<file path="config.mk">
export PLATFORM = sky130hd
export DESIGN_NAME = bcd_digit_entry_flat
export DESIGN_NICKNAME = d
export VERILOG_FILES = /design/src/rtl/bcd_digit_entry_pkg.sv /design/src/rtl/bcd_digit_entry_if.sv /design/src/rtl/bcd_digit_entry_button_debounce.sv /design/src/rtl/bcd_digit_entry.sv /design/src/flat_wrapper.sv
export SDC_FILE = /design/constraint.sdc
export NUM_CORES = 1
export LEC_CHECK = 0
export BUFFER_PORTS_ARGS = -buffer_cell sky130_fd_sc_hd__buf_4
export CORE_UTILIZATION = 33
export DETAILED_ROUTE_END_ITERATION = 16
export GPL_ROUTABILITY_DRIVEN = 0
export PLACE_DENSITY_LB_ADDON = 0.25
export SLEW_MARGIN = 10
export SYNTH_ARGS = -nofsm -noshare
export SYNTH_HDL_FRONTEND = slang
export SYNTH_HIERARCHICAL = 1
export SYNTH_SLANG_ARGS = --single-unit
</file>
<file path="constraint.sdc">
create_clock -name clk -period 3.06 [get_ports clk]
set_input_delay 0 -clock clk [delete_from_list [all_inputs] [get_ports clk]]
set_output_delay 0 -clock clk [all_outputs]
set_load 0.005 [all_outputs]
</file>
<file path="src/rtl/bcd_digit_entry_pkg.sv">
// Shared calculator definitions for the digit-entry front end.
package bcd_digit_entry_pkg;

  localparam int BCD_W = 4;
  localparam logic [BCD_W-1:0] BCD_MAX = 4'd9;

  typedef enum logic {
    ENTRY = 1'b0,
    OFFER = 1'b1
  } entry_state_t;

endpackage

</file>
<file path="src/rtl/bcd_digit_entry_if.sv">
// Board-side and downstream signals of the digit-entry block.
// The slave modport is the entry block itself; the master modport is
// whatever drives the board inputs and consumes the operand.
interface bcd_digit_entry_if #(
  parameter int NUM_DIGITS = 4
);
  import bcd_digit_entry_pkg::*;

  localparam int CNT_W = $clog2(NUM_DIGITS + 1);

  logic [BCD_W-1:0]            sw_digit;
  logic                        btn_enter;
  logic                        btn_clear;
  logic                        btn_done;
  logic [BCD_W*NUM_DIGITS-1:0] bcd_value;
  logic [CNT_W-1:0]            digit_count;
  logic                        valid;
  logic                        ready;
  logic                        err;

  modport slave (
    input  sw_digit, btn_enter, btn_clear, btn_done, ready,
    output bcd_value, digit_count, valid, err
  );

  modport master (
    output sw_digit, btn_enter, btn_clear, btn_done, ready,
    input  bcd_value, digit_count, valid, err
  );

endinterface

</file>
<file path="src/rtl/bcd_digit_entry_button_debounce.sv">
// Synchronizes one raw push-button, debounces it, and emits a single-cycle
// pulse when the accepted level goes from 0 to 1.
module button_debounce #(
  parameter int DEBOUNCE_CYCLES = 4
) (
  input  logic clk,
  input  logic reset,
  input  logic btn_raw,
  output logic level,
  output logic rise
);

  localparam int CNT_W = $clog2(DEBOUNCE_CYCLES);

  logic             sync1;
  logic             sync2;
  logic             level_prev;
  logic [CNT_W-1:0] cnt;

  // Two-flop synchronizer, then a run-length counter that only flips the
  // level after DEBOUNCE_CYCLES consecutive differing samples.
  always_ff @(posedge clk) begin
    if (reset) begin
      sync1      <= 1'b0;
      sync2      <= 1'b0;
      level      <= 1'b0;
      level_prev <= 1'b0;
      cnt        <= '0;
    end else begin
      sync1      <= btn_raw;
      sync2      <= sync1;
      level_prev <= level;
      if (sync2 != level) begin
        if (cnt == CNT_W'(DEBOUNCE_CYCLES - 1)) begin
          level <= ~level;
          cnt   <= '0;
        end else begin
          cnt <= cnt + CNT_W'(1);
        end
      end else begin
        cnt <= '0;
      end
    end
  end

  assign rise = level & ~level_prev;

endmodule

</file>
<file path="src/rtl/bcd_digit_entry.sv">
// Collects BCD digits from the switches one ENTER press at a time and offers
// the finished operand downstream with a valid/ready handshake.
module bcd_digit_entry
  import bcd_digit_entry_pkg::*;
#(
  parameter int NUM_DIGITS      = 4,
  parameter int DEBOUNCE_CYCLES = 500000
) (
  input logic                  clk,
  input logic                  reset,
  bcd_digit_entry_if.slave     bus
);

  localparam int CNT_W = $clog2(NUM_DIGITS + 1);
  localparam int VAL_W = BCD_W * NUM_DIGITS;

  logic             p_enter;
  logic             p_clear;
  logic             p_done;
  logic             lvl_enter;
  logic             lvl_clear;
  logic             lvl_done;
  logic             unused_levels;

  logic [BCD_W-1:0] sw_sync1;
  logic [BCD_W-1:0] sw_sync2;

  entry_state_t     state_q;
  entry_state_t     state_n;
  logic [VAL_W-1:0] value_q;
  logic [VAL_W-1:0] value_n;
  logic [CNT_W-1:0] count_q;
  logic [CNT_W-1:0] count_n;
  logic             err_q;
  logic             err_n;

  button_debounce #(.DEBOUNCE_CYCLES(DEBOUNCE_CYCLES)) u_db_enter (
    .clk     (clk),
    .reset   (reset),
    .btn_raw (bus.btn_enter),
    .level   (lvl_enter),
    .rise    (p_enter)
  );

  button_debounce #(.DEBOUNCE_CYCLES(DEBOUNCE_CYCLES)) u_db_clear (
    .clk     (clk),
    .reset   (reset),
    .btn_raw (bus.btn_clear),
    .level   (lvl_clear),
    .rise    (p_clear)
  );

  button_debounce #(.DEBOUNCE_CYCLES(DEBOUNCE_CYCLES)) u_db_done (
    .clk     (clk),
    .reset   (reset),
    .btn_raw (bus.btn_done),
    .level   (lvl_done),
    .rise    (p_done)
  );

  // Debounced levels are only needed as pulses here.
  assign unused_levels = ^{lvl_enter, lvl_clear, lvl_done};

  // Bring the switch digit into the clock domain before it is sampled.
  always_ff @(posedge clk) begin
    if (reset) begin
      sw_sync1 <= '0;
      sw_sync2 <= '0;
    end else begin
      sw_sync1 <= bus.sw_digit;
      sw_sync2 <= sw_sync1;
    end
  end

  // Entry state, operand, digit count and sticky error register.
  always_ff @(posedge clk) begin
    if (reset) begin
      state_q <= ENTRY;
      value_q <= '0;
      count_q <= '0;
      err_q   <= 1'b0;
    end else begin
      state_q <= state_n;
      value_q <= value_n;
      count_q <= count_n;
      err_q   <= err_n;
    end
  end

  // Next-state logic: clear beats done beats enter, and lower-priority
  // pulses arriving in the same cycle are simply dropped.
  always_comb begin
    state_n = state_q;
    value_n = value_q;
    count_n = count_q;
    err_n   = err_q;
    if (p_clear) begin
      state_n = ENTRY;
      value_n = '0;
      count_n = '0;
      err_n   = 1'b0;
    end else begin
      case (state_q)
        ENTRY: begin
          if (p_done) begin
            if (count_q != '0) begin
              state_n = OFFER;
            end
          end else if (p_enter) begin
            if (sw_sync2 > BCD_MAX) begin
              err_n = 1'b1;
            end else if (count_q == CNT_W'(NUM_DIGITS)) begin
              err_n = 1'b1;
            end else begin
              value_n              = value_q << BCD_W;
              value_n[BCD_W-1:0]   = sw_sync2;
              count_n              = count_q + CNT_W'(1);
            end
          end
        end
        OFFER: begin
          if (bus.ready) begin
            state_n = ENTRY;
            value_n = '0;
            count_n = '0;
          end
        end
        default: state_n = ENTRY;
      endcase
    end
  end

  assign bus.bcd_value   = value_q;
  assign bus.digit_count = count_q;
  assign bus.valid       = (state_q == OFFER);
  assign bus.err         = err_q;

endmodule
</file>
<file path="src/flat_wrapper.sv">
// flat-port wrapper written by rule: the top's interface ports become plain ports
module bcd_digit_entry_flat import bcd_digit_entry_pkg::*;
#(
  parameter int NUM_DIGITS      = 4,
  parameter int DEBOUNCE_CYCLES = 500000
)
  (clk, reset, bus_sw_digit, bus_btn_enter, bus_btn_clear, bus_btn_done, bus_ready, bus_bcd_value, bus_digit_count, bus_valid, bus_err);
  bcd_digit_entry_if #(.NUM_DIGITS(NUM_DIGITS)) bus_i ();
  input logic clk;
  input logic reset;
  input wire logic [$bits(bus_i.sw_digit)-1:0] bus_sw_digit;
  input wire logic [$bits(bus_i.btn_enter)-1:0] bus_btn_enter;
  input wire logic [$bits(bus_i.btn_clear)-1:0] bus_btn_clear;
  input wire logic [$bits(bus_i.btn_done)-1:0] bus_btn_done;
  input wire logic [$bits(bus_i.ready)-1:0] bus_ready;
  output wire logic [$bits(bus_i.bcd_value)-1:0] bus_bcd_value;
  output wire logic [$bits(bus_i.digit_count)-1:0] bus_digit_count;
  output wire logic [$bits(bus_i.valid)-1:0] bus_valid;
  output wire logic [$bits(bus_i.err)-1:0] bus_err;
  assign bus_i.sw_digit = bus_sw_digit;
  assign bus_i.btn_enter = bus_btn_enter;
  assign bus_i.btn_clear = bus_btn_clear;
  assign bus_i.btn_done = bus_btn_done;
  assign bus_i.ready = bus_ready;
  assign bus_bcd_value = bus_i.bcd_value;
  assign bus_digit_count = bus_i.digit_count;
  assign bus_valid = bus_i.valid;
  assign bus_err = bus_i.err;
  bcd_digit_entry #(.NUM_DIGITS(NUM_DIGITS), .DEBOUNCE_CYCLES(DEBOUNCE_CYCLES)) u_core (.clk(clk), .reset(reset), .bus(bus_i));
endmodule
</file>
==> results.cfg <==
[global_route]
grt_max_degree = 26
grt_pass1_wl_um = 13000
antenna_found_initial = 0
grt_usage_pct = 12.4
grt-ovfl-total = 0
grt_pass1_vias = 2828

[floorplan]
rows = 40
dieArea_um2 = 13300
initial_core_util_pct = 34.5
core_um2 = 12300
die_y_um = 115
die_width_um = 115
pin_count = 31

[route]
firstDrtPassIters = 4
drtAntennaViolNets = 0
vias_per_cell = 4.76
drc = 0
routed_wl_um = 7620
num_vias = 3158
wire_per_inst_um = 11.5
initialDrtViolationCount = 188

[pwr]
p_per_area_nw_per_um2 = 490
p_leak_nw = 1.73
vdd_drop_max_mv = 0.316

[yosys]
synth_nets = 465
ys_seq_area_share_pct = 46.4
netlist_instances = 450
synth_cell_types = 37
synth_edf_count = 0
synthArstFlopShare_pct = 0
ys_seq_elements = 98
ys_warn_count = 6
syn_area_um2 = 4230
avgSynthCellArea_um2 = 9.39
synthFlopType = dfxtp_1

[clock_network]
cts_buffers = 9
cts_tree = done
post_cts_buffers = 0
htree_levels = 3
cts.sinks = 98
clockRootBuffer = clkbuf_16
clock_path_buffers = 2
clk_latency_ps = 340
clkTransAtPathRegs_ps = 70

[min_path]
hold_end = u_core/u_db_done/sync2
hold_depth = 2
hp-class = in -> reg
min_from = reset

[worst_setup_path]
crit_required_ps = 3250
critPathLaunchType = flop
cp_data_arrival_time_ps = 2420
rr_worst_depth = 5
r2r_end = u_core/u_db_clear/cnt[14]
crit_fanout = 19
path_class = reg -> reg
cp-end-kind = flop
reg2reg_slack_ps = 820
r2r_start = u_core/u_db_clear/cnt[0]

[layout]
final_cell_mix = 98 x dfxtp_1, 59 x nand2_1, 58 x nor2_1, 33 x xnor2_1, 32 x buf_4
final_net_count = 506
area_growth_pct = 17.3
ff_latch_area_um2 = 1960
final_common_cell = dfxtp_1
drive_gt1_share_pct = 16.5
multi_input_area_um2 = 2130
fillerInstances = 1213
antenna_cells = 0

[timing]
slew-limit-headroom_pct = 46.4
final-setup-viol-count = 0
fin_tns_setup_ps = 0
fin_crit_ps = 2240
clock_skew_ps = 7.09
finalHoldViolations = 0
whs_ps = 19.4
rsz0062_at_grt = no
period_share_pct = 73.2
drv_slew = 0
fmax_mhz = 447
worstMarginPinSlew_ps = 804

[place]
hpwl_um = 5210
port_buffers = 30

[run_status]
outcome = finished, final reports clean

[job]
drv_cap = 0
[Yosys cell counts, drive strengths merged, types with 7 or more instances]
library cell	n	area (um^2)
nand2	59	221
mux2i	19	190
nand4	16	164
inv	14	52.6
buf	9	85.1
nor2	59	224
xnor2	33	289
nand3	19	125
o21ai	7	38.8
a21oi	13	65.1
nor3	15	75.1
or4	9	90.1
xor2	9	78.8
dfxtp	98	1960
nor2b	24	150
nor4	12	75.1
[state kept, by name (all words and copies together), names as in the netlist, 3 cells and up]
signal	count
u_core/bus.bcd_value	16
u_core/u_db_done/cnt	19
u_core/u_db_clear/cnt	19
u_core/bus.digit_count	3
u_core/u_db_enter/cnt	19
u_core/sw_sync2	4
u_core/sw_sync1	4
[cell families (layout without fill, tap and decap cells)]
logic type | Yosys count | count (layout) | share of synthesized area (%)
xor+xnor | 42 | 42 | 8.70
flops | 98 | 98 | 46.4
fa+ha+maj | 5 | 5 | 1.48
mux | 22 | 22 | 5.30
buf+inv | 23 | 69 | 3.26
compound gates | 29 | 29 | 5.15
simple gates | 231 | 231 | 29.7
[metrics by stage]
stage / utilization, % / worst slack [ps] / power, mW / std cells / cell area [um^2]
finish: 40.4 / 821 / 2.43 / 664 / 4960
global route: 40.4 / 635 / 2.54 / 664 / 4960
CTS: 40.4 / 797 / 2.47 / 664 / 4960
detailed placement: 37.4 / 816 / 1.36 / 641 / 4590
global placement: 37.4 / 853 / 1.36 / 641 / 4590
floorplan: - / 1200 / 1.35 / 450 / 4230
[worst max-delay path by stage]
stage | startpoint | end | slack (ps) | cells after the start
4_1_cts | u_core/u_db_done/cnt[0] | u_core/u_db_done/cnt[13] | 800 | 5
3_3_place_gp | u_core/u_db_done/cnt[0] | u_core/u_db_done/cnt[12] | 850 | 5
6_report | u_core/u_db_clear/cnt[0] | u_core/u_db_clear/cnt[14] | 820 | 5
2_1_floorplan | u_core/u_db_clear/cnt[0] | u_core/u_db_clear/cnt[10] | 1200 | 6
5_1_grt | u_core/u_db_done/cnt[0] | u_core/u_db_done/cnt[6] | 630 | 5
3_5_place_dp | u_core/u_db_done/cnt[0] | u_core/u_db_done/cnt[13] | 820 | 5
[cell type report]
| class | instances | area share, % |
|---|---|---|
| Multi-Input combinational cell | 329 | 42.9 |
| Sequential cell | 98 | 39.6 |
| Timing Repair Buffer | 39 | 6.26 |
| Clock buffer | 11 | 5.10 |
| Tap cell | 168 | 4.24 |
| Inverter | 14 | 1.06 |
| Clock inverter | 5 | 0.858 |
[critical path, cell delays in order (launching register included)]
cell,delay [ps]
dfxtp_1,410
ha_1,250
nand3_2,150
or4_4,460
o31ai_4,670
nor2_1,140
[routing by layer]
layer  vias to the layer above  wire length (um)  global-route usage [%]
li1                       1626                 -                       -
met1                      1460              3790                    16.3
met3                         9               313                    2.37
met2                        63              3370                    18.9
met5                         -                 0                       0
met4                         0               149                    7.01
[power breakdown]
part	switching, mW	internal, mW	leakage, nW	total, mW
clock network	0.486	0.606	0.143	1.09
logic	0.0262	0.0236	0.797	0.0499
registers	0.00473	1.28	0.792	1.29
total	0.517	1.91	1.73	2.43
[what timing repair did]
action	in CTS	in global routing
hold buffers	7	0
gates resized for setup	0	0
hold endpoints to repair	7	0
Power figures use the tool's default switching activity.
